===== config.mk =====
export PLATFORM = sky130hd
export DESIGN_NAME = fourbit_bitset_arbiter
export DESIGN_NICKNAME = d
export VERILOG_FILES = /design/src/rtl/fourbit_bitset_arbiter_pkg.sv /design/src/rtl/fourbit_bitset_arbiter_bitset.sv /design/src/rtl/fourbit_bitset_arbiter.sv
export SDC_FILE = /design/constraint.sdc
export NUM_CORES = 1
export LEC_CHECK = 0
export CORE_AREA = 4 4 41 43
export CTS_BUF_LIST = sky130_fd_sc_hd__clkbuf_8
export CTS_CLUSTER_SIZE = 30
export DETAILED_ROUTE_END_ITERATION = 16
export DIE_AREA = 0 0 45 47
export PLACE_DENSITY = 0.82
export SLEW_MARGIN = 0
export SYNTH_ARGS = -nofsm -noshare
export SYNTH_HDL_FRONTEND = slang
export SYNTH_HIERARCHICAL = 1
export SYNTH_SLANG_ARGS = --single-unit

===== constraint.sdc =====
create_clock -name clk -period 3.3 [get_ports clk]
set_input_delay 0.495 -clock clk [delete_from_list [all_inputs] [get_ports clk]]
set_output_delay 0.495 -clock clk [all_outputs]
set_load 0.03 [all_outputs]

===== src/rtl/fourbit_bitset_arbiter_pkg.sv =====
// Shared types and constants for the 4-bit bit-set arbiter.
// Holds the FSM state encodings, register width and the single-bit update function.
package fourbit_bitset_arbiter_pkg;

    localparam int unsigned REG_W = 4;
    localparam int unsigned IDX_W = 2;

    typedef enum logic {
        ST_IDLE  = 1'b0,
        ST_SWEEP = 1'b1
    } state_e;

    // Returns data with exactly one bit replaced; every write path uses this.
    function automatic logic [REG_W-1:0] bitset(
        input logic [REG_W-1:0] data,
        input logic [IDX_W-1:0] index,
        input logic             value
    );
        logic [REG_W-1:0] result;
        result        = data;
        result[index] = value;
        return result;
    endfunction

endpackage


===== src/rtl/fourbit_bitset_arbiter_bitset.sv =====
// Single-bit update datapath: replaces bit index_i of data_i with value_i.
module fourbit_bitset_arbiter_bitset
    import fourbit_bitset_arbiter_pkg::*;
(
    input  logic [REG_W-1:0] data_i,
    input  logic [IDX_W-1:0] index_i,
    input  logic             value_i,
    output logic [REG_W-1:0] data_o
);

    assign data_o = bitset(data_i, index_i, value_i);

endmodule


===== src/rtl/fourbit_bitset_arbiter.sv =====
// Two-requester round-robin bit-set arbiter with a 4-cycle sequential fill (sweep).
//   state    | meaning
//   ST_IDLE  | serve one requester per cycle, or accept a sweep_start
//   ST_SWEEP | write latched fill value to bits 0..3, one per cycle
module fourbit_bitset_arbiter
    import fourbit_bitset_arbiter_pkg::*;
#(
    parameter logic [REG_W-1:0] RESET_VALUE = 4'b0000
) (
    input  logic             clk,
    input  logic             rst_n,
    input  logic             req_a,
    input  logic [IDX_W-1:0] index_a,
    input  logic             value_a,
    input  logic             req_b,
    input  logic [IDX_W-1:0] index_b,
    input  logic             value_b,
    input  logic             sweep_start,
    input  logic             sweep_value,
    output logic             grant_a,
    output logic             grant_b,
    output logic [REG_W-1:0] reg_q,
    output logic             busy,
    output logic             done
);

    state_e           state_q, state_d;
    logic [IDX_W-1:0] cnt_q, cnt_d;
    logic             sweep_val_q, sweep_val_d;
    logic             last_b_q, last_b_d;
    logic             done_q, done_d;
    logic [REG_W-1:0] reg_d;

    logic             grant_a_d, grant_b_d;
    logic             wr_en;
    logic [IDX_W-1:0] wr_index;
    logic             wr_value;
    logic [REG_W-1:0] set_data;

    always_comb begin
        state_d     = state_q;
        cnt_d       = cnt_q;
        sweep_val_d = sweep_val_q;
        last_b_d    = last_b_q;
        done_d      = 1'b0;
        grant_a_d   = 1'b0;
        grant_b_d   = 1'b0;
        wr_en       = 1'b0;
        wr_index    = cnt_q;
        wr_value    = sweep_val_q;

        if (state_q == ST_IDLE) begin
            if (sweep_start) begin
                state_d     = ST_SWEEP;
                cnt_d       = '0;
                sweep_val_d = sweep_value;
            end else if (req_a && (!req_b || last_b_q)) begin
                // last_b_q set means B won last, so A gets the tie
                grant_a_d = 1'b1;
                wr_en     = 1'b1;
                wr_index  = index_a;
                wr_value  = value_a;
                last_b_d  = 1'b0;
            end else if (req_b) begin
                grant_b_d = 1'b1;
                wr_en     = 1'b1;
                wr_index  = index_b;
                wr_value  = value_b;
                last_b_d  = 1'b1;
            end
        end else begin
            wr_en = 1'b1;
            cnt_d = cnt_q + 2'd1;
            if (cnt_q == 2'd3) begin
                state_d = ST_IDLE;
                done_d  = 1'b1;
            end
        end
    end

    fourbit_bitset_arbiter_bitset u_fourbit_bitset (
        .data_i  (reg_q),
        .index_i (wr_index),
        .value_i (wr_value),
        .data_o  (set_data)
    );

    assign reg_d = wr_en ? set_data : reg_q;

    always_ff @(posedge clk or negedge rst_n) begin
        if (!rst_n) begin
            state_q     <= ST_IDLE;
            cnt_q       <= '0;
            sweep_val_q <= 1'b0;
            last_b_q    <= 1'b1;
            done_q      <= 1'b0;
            reg_q       <= RESET_VALUE;
        end else begin
            state_q     <= state_d;
            cnt_q       <= cnt_d;
            sweep_val_q <= sweep_val_d;
            last_b_q    <= last_b_d;
            done_q      <= done_d;
            reg_q       <= reg_d;
        end
    end

    // Grants are combinational, so they must be gated directly by reset.
    assign grant_a = grant_a_d & rst_n;
    assign grant_b = grant_b_d & rst_n;
    assign busy    = (state_q == ST_SWEEP);
    assign done    = done_q;

endmodule

Word level (Yosys, flattened, before mapping) --
Cells that the tools add are included.
Storage, ports and cells: flip-flop bits (word level) 10, input bits 12, logic and storage cells 52
Cells by class: add/subtract/negate cells 1, $lt $le $gt $ge 2, eq/ne operators 1, mux-type cells 30, bitwise logic cells 4, reductions and logical operators 8
Operators by type and width (count):
- $mux W1 | 22
- $mux W2 | 6
- $bwmux W4 | 1
- $reduce_bool A2 Y1 | 2
- $lt A2 B3 Y1 const B | 1
- $reduce_and A3 Y1 | 1
- $add A2 B1 Y2 const B | 1
- $and A1 B1 Y1 | 2
- $demux W1 S2 | 1
- $eq A2 B2 Y1 const B | 1
- $ge A2 B1 Y1 const B | 1
- $logic_and A1 B1 Y1 | 2
- $not A1 Y1 | 2
- $reduce_and A2 Y1 | 1
- $logic_not A1 Y1 | 1
- $logic_or A1 B1 Y1 | 1

Logic depth before layout (Yosys ltp) --
Gate-level depths: netlist (run 1).
depth in word-level cells 11, mapped depth 6, gate-level depth less buffers 6

Cells and area by module --
Netlist (run 1), hierarchy kept.
Modules (own cells, without submodules):
- fourbit_bitset_arbiter | times used 1, cells each 41, area an instance 518.0 um^2, sequential area each 251.5 um^2
- fourbit_bitset_arbiter_bitset | times used 1, cells each 8, area an instance 68.8 um^2, sequential area each 0.0 um^2

Least setup slack after synthesis (run 1) --
OpenSTA, ideal clock, no wires.
path kind register to register, from register state_q, in the netlist busy, to register reg_q[1], library setup time 0.125 ns, arrival 1.913 ns, slack 1.262 ns, stages on the path, launching flop included 7, path through dfrtp_1 > or2_1 > o21bai_1 > o221a_1 > nor2b_1 > mux2_1 > mux2_4
Between the ends: longest elaborated chain between the ends 6, elaborated cells between the ends (all ways) 9
Ends and longest elaborated chain:
- start, declared | RTL line fourbit_bitset_arbiter.sv:27 | state_e state_q, state_d;
- start signal, assigned | RTL line fourbit_bitset_arbiter.sv:99 | state_q <= state_d;
- $mux W2 * | RTL line fourbit_bitset_arbiter.sv:52 | if (state_q == ST_IDLE) begin
- named net wr_index[0] | RTL line fourbit_bitset_arbiter.sv:36 | logic [IDX_W-1:0] wr_index;
- $lt A2 B3 Y1 (not written as such) or $ge A2 B1 Y1 (tied branches) | RTL line fourbit_bitset_arbiter_pkg.sv:21 | result[index] = value;
- $logic_and A1 B1 Y1 (not written as such) | RTL line fourbit_bitset_arbiter_pkg.sv:21
- $mux W1 (not written as such) | RTL line fourbit_bitset_arbiter_pkg.sv:21
- $demux W1 S2 *
- $bwmux W4 * | RTL line fourbit_bitset_arbiter_pkg.sv:21
- named net set_data[1] | RTL line fourbit_bitset_arbiter.sv:38 | logic [REG_W-1:0] set_data;
- end signal, assigned | RTL line fourbit_bitset_arbiter.sv:104 | reg_q <= reg_d;
- end, declared | RTL line fourbit_bitset_arbiter.sv:22 | output logic [REG_W-1:0] reg_q,
The timed path passes the listed nets; every way through them passes the cells marked *. A chain may end at the register's enable or synchronous reset.

Final worst setup path (run 1) --
from input port sweep_start, to output port grant_b
Between the ends: longest elaborated chain between the ends 3
Ends and longest elaborated chain:
- start, declared | RTL line fourbit_bitset_arbiter.sv:18 | input logic sweep_start,
- $mux W1 | RTL line fourbit_bitset_arbiter.sv:53 | if (sweep_start) begin
- $mux W1 | RTL line fourbit_bitset_arbiter.sv:52
- $and A1 B1 Y1 | RTL line fourbit_bitset_arbiter.sv:110 | assign grant_b = grant_b_d & rst_n;
- end, declared | RTL line fourbit_bitset_arbiter.sv:21 | output logic grant_b,
Every way passes these cells.

==> results of run 1 <==
==> final timing paths <==
kind / from / end
max: sweep_start / grant_b
min: last_b_q$_DFFE_PN1P_ / last_b_q$_DFFE_PN1P_
max reg2reg: busy$_DFF_PN0_ / reg_q[1]$_DFFE_PN0P_
min reg2reg: last_b_q$_DFFE_PN1P_ / last_b_q$_DFFE_PN1P_
max in group asynchronous: rst_n / last_b_q$_DFFE_PN1P_
min in group asynchronous: rst_n / reg_q[2]$_DFFE_PN0P_
==> worst max-delay path, delay by kind of cell <==
family | cells | cell delay [ns]
buf+inv | 2 | 1.16
simple gates | 3 | 0.49
==> per-layer routing <==
| metal | part of all wire (%) | routed length, um | GRT usage, % |
|---|---|---|---|
| met1 | 45 | 575 | 17.5 |
| met2 | 46 | 593 | 23.2 |
| met3 | 8.5 | 109 | 5.36 |
| met4 | 0.85 | 11 | 7.02 |
| met5 | 0 | 0 | 0 |
==> sequential cells by signal, indices dropped and copies added, names as in the netlist <==
name         cells
reg_q            4
cnt_q            2
busy             1
done             1
last_b_q         1
sweep_val_q      1
==> synthesized netlist by cell type (2+ instances only) <==
master and number:
dfrtp_1 9, nand3_2 2, nand2_1 3, nand2b_1 3, o21bai_1 3, o221a_1 3, nor2_1 4, mux2_2 3
nor2b_1 2, mux2_4 5, nor2_2 2
==> power groups by stage <==
stage	clock [W]	sequential (W)	combinational (W)
6_report	0.000155	0.000239	0.000449
5_1_grt	0.000165	0.000249	0.000483
4_1_cts	0.000158	0.000239	0.000452
3_5_place_dp	0	0.000241	0.000450
3_3_place_gp	0	0.000238	0.000442
2_1_floorplan	0	0.000299	0.000253
==> through the flow <==
stage | util, % | area [um^2] | total power, W | setup WS [ns] | hold slack [ns]
floorplan | - | 587 | 0.000553 | 1.26 | 0.199
global placement | 61.7 | 803 | 0.000679 | 0.701 | 0.485
detailed placement | 61.7 | 803 | 0.000692 | 0.649 | 0.487
CTS | 66.0 | 858 | 0.000849 | 0.645 | 0.495
global route | 66.0 | 858 | 0.000897 | 0.568 | 0.514
finish | 66.0 | 858 | 0.000843 | 0.659 | 0.498
==> area by class of cell <==
type | count | area share (%)
multi-input cells | 38 | 38.6
flip-flops and latches | 10 | 29.3
repair buffers | 20 | 23.0
clock buffers | 4 | 6.41
well taps | 15 | 2.19
inverters | 1 | 0.437
==> kinds of logic (layout without fill, tap and decap cells) <==
logic type	after synthesis	after routing	share of synthesized area (%)
compound gates	9	9	14.7
fa+ha+maj	1	1	2.13
buf+inv	1	25	0.639
flops	10	10	42.9
mux	10	10	22.2
simple gates	18	18	17.5
==> results by group, run 1 <==
STA
  • Final setup vio count: 0
  • F_max: 379 MHz
  • Unrepaired setup endpoints after global routing: false
  • Min Clock Period, post-route: 2.64 ns
  • Setup TNS: 0 ns
  • Clock Skew: 0.00264 ns
  • Worst-Margin Slew: 0.312 ns
  • Hold Fails Final Rpt: 0
  • Crit share post-route: 80.0%
  • Max_slew headroom: 79.1%
  • Final Max Tran Viols: 0

Critical path
  • CP Launch Type: primary input
  • R2R cell count: 6
  • Req. time, crit path: 2.80 ns
  • Reg2Reg Setup Slack: 1.24 ns
  • Max incr delay on CP: 0.67 ns
  • Slowest CP cell: clkdlybuf4s50_1
  • Highest fanout seen on the critical path: 5
  • Most frequent CP cell: clkdlybuf4s50_1
  • Arr. time, crit path: 2.15 ns
  • Crit end category: output pin
  • Setup Crit Path Kind: primary input to output pin
  • CP Cell Sequence: clkdlybuf4s50_1, nor2_2, nand3_2, nor2_1, clkdlybuf4s50_1

Pwr
  • Sw Ratio: 34.9%
  • Clock power share: 18.4%
  • VDD IR max: 0.461 mV
  • Int Power: 0.000548 W
  • Sequential group share of total power: 28.3%
  • Pwr Density: 982 nW/um^2
  • Switching pwr: 0.000294 W
  • Comb pwr share: 53.3%
  • P_leak: 0.360 nW

Route
  • Drt pass-1 iters: 2
  • 1st-iter DRT viols: 8
  • DRC: 0
  • Via count: 456
  • Antenna-violating nets left: 0
  • Via/cell ratio: 5.18
  • Routed WL per cell: 14.6 um
  • Final Routed Wirelength: 1290 um

Synthesis
  • Post-Syn Instances: 49
  • Average size of a mapped cell: 12.0 um^2
  • Synth area leader: dfrtp_1
  • Post-synthesis register bit count: 10
  • Post-synthesis sequential area ratio: 42.9%
  • Yosys warning total: 6
  • EDFF count, synth: 0
  • Post-synth cell types: 21
  • Ys flop type: dfrtp_1
  • Post-synth ARST share: 100%
  • Mapped Nets: 62
  • Main area contributors after synthesis: dfrtp_1, mux2_4, mux2_2
  • Mapped Area: 587 um^2
  • Synth top area share: 38.4%

CTS
  • Post-CTS setup buffer count: 0
  • Clock sink total: 10
  • Longest Clk Path Bufs: 2
  • PostCTS Resize Cnt: 0
  • H-Tree Level Count: 1
  • Inserted Clock Buffers: 3
  • Clock Tree Root: clkbuf_8
  • Post-CTS Hold Buffers: 0
  • Reg clk slew, reported paths: 0.05 ns
  • CTS tree: built
  • Worst-Skew Late Latency: 0.23 ns

GRT
  • Total gr overflow: 0
  • Initial antenna violation count: 0
  • First-pass GRT wire length: 2110 um
  • GRT Overall Usage: 14.6%
  • Number of global-route vias before repair: 445
  • Largest net degree at the start of global routing: 12

Finish
  • Commonest non-fill, non-tap cell in the layout: clkdlybuf4s50_1
  • Commonest non-fill, non-tap cells in the layout: clkdlybuf4s50_1, dfrtp_1, mux2_4
  • Storage cell area: 251 um^2
  • Non-Filler Instances: 88
  • Synth-to-layout area growth: 46.3%
  • Layout cells sized above 1: 26.0%
  • Antenna cells: 0
  • Multi-input gate area: 332 um^2
  • Nets: 87
  • Fill cells: 111

Worst hold path
  • Hold Path Depth: 2
  • Worst min-delay path category: flop to flop

Die
  • Horiz. Die Dim: 45 um
  • Effective utilization at floorplan: 45.1%
  • Core Region: 1300 um^2
  • Die H: 47 um
  • IO Pins: 20
  • Die area: 2120 um^2
  • # rows: 13

Placed design
  • Port bufs: 19
  • Placed Cells: 84
  • HPWL Detailed: 1000 um
  • GPL Wtd Cong: 0.698

Flow run
  • Total of max-cap violations: 0

Outcome
  • Outcome: complete, no violations
(Power assumes the default switching activity.)
==> inputs of run 2 (changes only) <==
--- a/config.mk
+++ b/config.mk
@@ -5,12 +5,12 @@
 export SDC_FILE = /design/constraint.sdc
 export NUM_CORES = 1
 export LEC_CHECK = 0
-export CORE_AREA = 4 4 41 43
+export CORE_MARGIN = 4
+export CORE_UTILIZATION = 41
 export CTS_BUF_LIST = sky130_fd_sc_hd__clkbuf_8
 export CTS_CLUSTER_SIZE = 30
 export DETAILED_ROUTE_END_ITERATION = 16
-export DIE_AREA = 0 0 45 47
-export PLACE_DENSITY = 0.82
+export PLACE_DENSITY = 0.8
 export SLEW_MARGIN = 0
 export SYNTH_ARGS = -nofsm -noshare
 export SYNTH_HDL_FRONTEND = slang
==> constraint.sdc (replaced) <==
create_clock -name clk -period 2.4 [get_ports clk]
set_input_delay 0.36 -clock clk [delete_from_list [all_inputs] [get_ports clk]]
set_output_delay 0.36 -clock clk [all_outputs]
set_load 0.03 [all_outputs]
==> results by group, run 2 (same netlist as run 1, synthesis figures left out) <==
Critical path
  • Crit end category: flop
  • Slowest CP cell: clkdlybuf4s50_1
  • Max incr delay on CP: 0.48 ns (-0.19 ns)
  • Highest fanout seen on the critical path: 5 (unchanged)
  • CP Cell Sequence: clkdlybuf4s50_1, or2_1, o21bai_1, o221a_1, nor2b_1, mux2_1, mux2_4
  • Crit path max-delay family: multiplexers
  • CP Launch Type: primary input
  • Req. time, crit path: 2.52 ns (-0.28 ns)
  • Setup Crit Path Kind: primary input to flop
  • WP buf/inv: 1 (-1)
  • Arr. time, crit path: 2.27 ns (+0.12 ns)

Die
  • Horiz. Die Dim: 45.8 um (+1.8%)
  • Die H: 45.8 um (-2.5%)
  • IO Pins: 20 (unchanged)
  • # rows: 13 (unchanged)
  • Core Region: 1320 um^2 (+1.2%)
  • Die area: 2100 um^2 (-0.69%)
  • Effective utilization at floorplan: 44.5% (-0.56 points)

Outcome
  • Outcome: complete, no violations

Pwr
  • P_leak: 0.383 nW (+6.4%)
  • VDD IR max: 0.706 mV (+53%)
  • Pwr Density: 1330 nW/um^2 (+36%)

CTS
  • Worst-Skew Late Latency: 0.24 ns (about the same)
  • Post-CTS Hold Buffers: 0 (unchanged)
  • Clock Tree Root: clkbuf_8
  • Clock sink total: 10 (unchanged)
  • Inserted Clock Buffers: 3 (unchanged)
  • Longest Clk Path Bufs: 2 (unchanged)
  • CTS tree: built
  • H-Tree Level Count: 1 (unchanged)
  • Reg clk slew, reported paths: 0.05 ns (about the same)

Route
  • Via/cell ratio: 5.25 (+1.3%)
  • 1st-iter DRT viols: 6 (-2)
  • Drt pass-1 iters: 3 (+1)
  • Via count: 462 (+1.3%)
  • Routed WL per cell: 14.1 um (-4.0%)
  • Antenna-violating nets left: 0 (unchanged)
  • DRC: 0 (unchanged)
  • Final Routed Wirelength: 1240 um (-4.0%)

STA
  • Hold Fails Final Rpt: 0 (unchanged)
  • Worst-Margin Slew: 0.331 ns (+0.0187 ns)
  • F_max: 464 MHz
  • Min Clock Period, post-route: 2.15 ns
  • Clock Skew: 0.00288 ns (+0.000242 ns)
  • Unrepaired setup endpoints after global routing: false
  • Setup WS post-layout: 0.247 ns (-0.412 ns)
  • Max_slew headroom: 77.9% (-1.2 points)
  • Hold_ws: 0.444 ns (-0.0534 ns)
  • Final setup vio count: 0 (unchanged)
  • Crit share post-route: 89.7%
  • Setup TNS: 0 ns (unchanged)
  • Final Max Tran Viols: 0 (unchanged)

GRT
  • GRT Overall Usage: 14.1% (-0.42 points)
  • Largest net degree at the start of global routing: 11 (-1)
  • Initial antenna violation count: 0 (unchanged)
  • First-pass GRT wire length: 2010 um (-4.6%)
  • Number of global-route vias before repair: 463 (+4.0%)
  • Total gr overflow: 0 (unchanged)

Finish
  • Layout cells sized above 1: 26.0% (unchanged)
  • Fill cells: 106 (-4.5%)
  • Multi-input gate area: 332 um^2 (unchanged)
  • Largest Register: reg_q
  • Max FFs per register: 4 (unchanged)
  • Antenna cells: 0 (unchanged)
  • Commonest non-fill, non-tap cell in the layout: clkdlybuf4s50_1
  • Largest regs: reg_q: 4 flops, cnt_q: 2 flops
  • Storage cell area: 251 um^2 (unchanged)
  • Commonest non-fill, non-tap cells in the layout: clkdlybuf4s50_1, dfrtp_1, mux2_4
  • Synth-to-layout area growth: 46.5%
  • Nets: 87 (unchanged)

Placed design
  • Pre-CTS setup slack: -0.00873 ns (-0.658 ns)
  • GPL Wtd Cong: 0.804 (+15%)
  • Port bufs: 19 (unchanged)

Flow run
  • Total of max-cap violations: 0 (unchanged)

Worst hold path
  • Worst min-delay path category: primary input to asynchronous set/reset pin
## run 2: changes by cell type in the layout (fill, tap and decap cells not counted), sizes merged
cell           change
dlygate4sd2        +1
dlymetal6s2s       +1
clkdlybuf4s50      -2
## run 2: worst paths after layout
| check | from | end | slack, ns | depth (start not counted) |
|---|---|---|---|---|
| max | sweep_start | reg_q[1]$_DFFE_PN0P_ | 0.25 | 7 |
| min | rst_n | reg_q[2]$_DFFE_PN0P_ | 0.44 | 2 |
| max reg2reg | busy$_DFF_PN0_ | reg_q[1]$_DFFE_PN0P_ | 0.38 | 6 |
| min reg2reg | last_b_q$_DFFE_PN1P_ | last_b_q$_DFFE_PN1P_ | 0.49 | 2 |
| max in group asynchronous | rst_n | last_b_q$_DFFE_PN1P_ | 1.73 | 2 |
| min in group clk | last_b_q$_DFFE_PN1P_ | last_b_q$_DFFE_PN1P_ | 0.49 | 2 |
## run 2: worst register-to-register path, stage by stage, from the launching register on
cell,delay [ns]
dfrtp_1,0.46
or2_1,0.30
o21bai_1,0.16
o221a_1,0.24
nor2b_1,0.16
mux2_1,0.32
mux2_4,0.26
## run 2: timing repair
action / in CTS / in global routing
setup endpoints to repair: 1 / 1
resized for setup: 1 / 1
buffers inserted: 0 / 0
## run 2: stage by stage
| stage | instances | utilization [%] | power (W) | instance area (um^2) |
|---|---|---|---|---|
| after floorplan | 49 | - | 0.000760 | 587 |
| after global placement | 84 | 61.0 | 0.000924 | 803 |
| after detailed placement | 84 | 61.0 | 0.000940 | 803 |
| after CTS | 88 | 65.1 | 0.00116 | 857 |
| after global routing | 88 | 65.2 | 0.00123 | 860 |
| final | 88 | 65.2 | 0.00114 | 860 |
## run 2: power breakdown
part           total (W)  internal (W)  switching, W
clock           0.000213      0.000144     0.0000684
sequential      0.000327      0.000260     0.0000665
combinational   0.000604      0.000348      0.000257
total            0.00114      0.000752      0.000391
## run 2: routing by layer
metal | track usage (%) | wire [um]
met1 | 14.9 | 533
met2 | 22.0 | 546
met3 | 6.32 | 121
met4 | 10.2 | 35
met5 | 0 | 0
## run 2: area by class of cell
class                           instances  share of cell area [%]
Tap cell                               15                    2.18
Inverter                                1                   0.437
Timing Repair Buffer                   20                    23.1
Clock buffer                            4                    6.40
Multi-Input combinational cell         38                    38.6
Sequential cell                        10                    29.3
==> RTL change: new RTL, config.mk and constraints of run 2 <==
`IDX_W`: 2 -> 4.
--- a/src/rtl/fourbit_bitset_arbiter_pkg.sv
+++ b/src/rtl/fourbit_bitset_arbiter_pkg.sv
@@ -3,7 +3,7 @@
 package fourbit_bitset_arbiter_pkg;
 
     localparam int unsigned REG_W = 4;
-    localparam int unsigned IDX_W = 2;
+    localparam int unsigned IDX_W = 4;
 
     typedef enum logic {
         ST_IDLE  = 1'b0,
Interface: changed (resized index_a and index_b); port bits go from 20 to 24. The function was not compared with the original's and may differ.
==> RTL change against run 2 <==
- synthesized area up 24%
- worst hold slack better by 18 ps
- register-to-register slack worse by 210 ps
- sequential cell count up 2
- via count up 40%
- power up 15%
- routed wire length up 45%
- design area up 30%
- setup slack worse by 120 ps
- critical path type unchanged
==> RTL change: results (changes against run 2) <==
.. list-table::
   :header-rows: 1

   * - Metric
     - Value
   * - Outcome
     - finished clean
   * - Arrival time of data at the critical path endpoint
     - 2390 ps (+120 ps)
   * - Share of the synthesized netlist area taken by xor and xnor gates
     - 0.0241 (+0.0241)
   * - Drt total wl
     - 1.80 mm (+45%)
   * - Maximum number of pins on one net before global-route repair
     - 13 (+2)
   * - Arithmetic-cell share of the synthesized area counting full adders, half adders and majority gates
     - 0.0172 (-0.00408)
   * - Vias per Instance
     - 5.42 (+3.2%)
   * - Worst Setup SP
     - req_b
   * - Nets
     - 113 (+30%)
   * - Endpoint of the worst register-to-register path
     - reg_q[0]
   * - Cell types occupying the most area after synthesis
     - sky130_fd_sc_hd__dfrtp_1 38%, sky130_fd_sc_hd__mux2_1 11%, sky130_fd_sc_hd__o221a_1 7.8%
   * - Final cell count without fillers
     - 119 (+35%)
   * - Final Hold Slack
     - 462 ps (+17.5 ps)
   * - GRT Total Usage
     - 0.157 (+0.0157)
   * - Via count of the first global-routing pass
     - 709 (+53%)
   * - Routability Congestion
     - 0.789 (-1.9%)
   * - Number of DRC markers in iteration 0
     - 5 (-1)
   * - Worst slew margin relative to its limit
     - 0.791 (+0.0119)
   * - Cell leakage power
     - 0.461 nW (+21%)
   * - Setup Skew
     - 4.76 ps (+1.88 ps)
   * - First-pass GRT wire length
     - 3.00 mm (+49%)
   * - Share of cell area taken by muxes after synthesis
     - 0.153 (-0.0683)
   * - Post-placement setup slack
     - -340 ps (-331 ps)
   * - Cell types with the highest counts after synthesis
     - 11 x sky130_fd_sc_hd__dfrtp_1, 7 x sky130_fd_sc_hd__mux2_1, 5 x sky130_fd_sc_hd__o21bai_1, 5 x sky130_fd_sc_hd__o221a_1
   * - Number of port buffers
     - 23 (+4)
   * - R2r setup slk
     - 170 ps (-210 ps)
   * - Synthesized net count
     - 80 (+29%)
   * - Async set-or-reset flop fraction in the synthesized netlist
     - 1.00 (unchanged)
   * - Maximum vdd ir drop
     - 0.868 mV (+23%)
   * - DR pass1 iterations
     - 4 (+1)
   * - FILL cells
     - 121 (+14%)
   * - Portion of the post-synthesis area used by sequential elements
     - 0.416 (-0.0131)
   * - Netlist cell types
     - 27 (+29%)
   * - Gate Count Post-Synth
     - 63 (+29%)
   * - Registers with the most flip-flops
     - cnt_q: 4 flops, reg_q: 4 flops
   * - Synth Warn #
     - 6 (unchanged)
   * - Share of final-layout standard cells stronger than drive strength 1
     - 0.316 (+0.0555)
## RTL change: per-stage QoR
step	cell area (µm²)	power (mW)
floorplan	726	0.819
global placement	1010	1.00
detailed placement	1010	1.03
CTS	1080	1.26
global route	1120	1.40
finish	1120	1.31
## RTL change: final cells by class
type | count | share of cell area
clock buffers | 4 | 0.0493
inverters | 1 | 0.00336
multi-input cells | 48 | 0.400
flip-flops and latches | 12 | 0.270
well taps | 24 | 0.0269
repair buffers | 30 | 0.251
## RTL change: what timing repair did
action | 4_1_cts | 5_1_grt
resized for setup | 2 | 11
cloned | 0 | 0
hold endpoints to repair | 0 | 0
pin swaps | 0 | 0
endpoints found under the setup margin | 3 | 4
## RTL change: how the worst max path moves through the flow
stage	endpoint	slack, ps	depth (start not counted)
after CTS	reg_q[1]	-50	7
after detailed placement	reg_q[0]	-340	7
after global placement	reg_q[0]	-240	7
after global routing	reg_q[0]	40	7
final	reg_q[0]	130	7
after floorplan	reg_q[2]	70	8
## RTL change: kinds of logic (layout without fill, tap and decap cells)
kind of cell / after synthesis / count (layout)
multiplexers: 10 / 10
buffers and inverters: 3 / 35
AO/OA/AOI/OAI: 15 / 15
flip-flops: 12 / 12
AND/OR/NAND/NOR: 20 / 20
XOR/XNOR: 2 / 2
adder cells (fa/ha/maj): 1 / 1
## RTL change: layer usage
layer	global-route usage	routed length, µm	vias up
met1	0.177	771	312
met5	0	0	-
li1	-	-	306
met3	0.0361	124	6
met2	0.259	856	21
met4	0.106	44	0
## RTL change: power breakdown
group	switching [mW]	internal (mW)	leakage, nW
Sequential	0.0861	0.306	0.143
Clock	0.0707	0.145	0.0288
Combinational	0.329	0.374	0.290
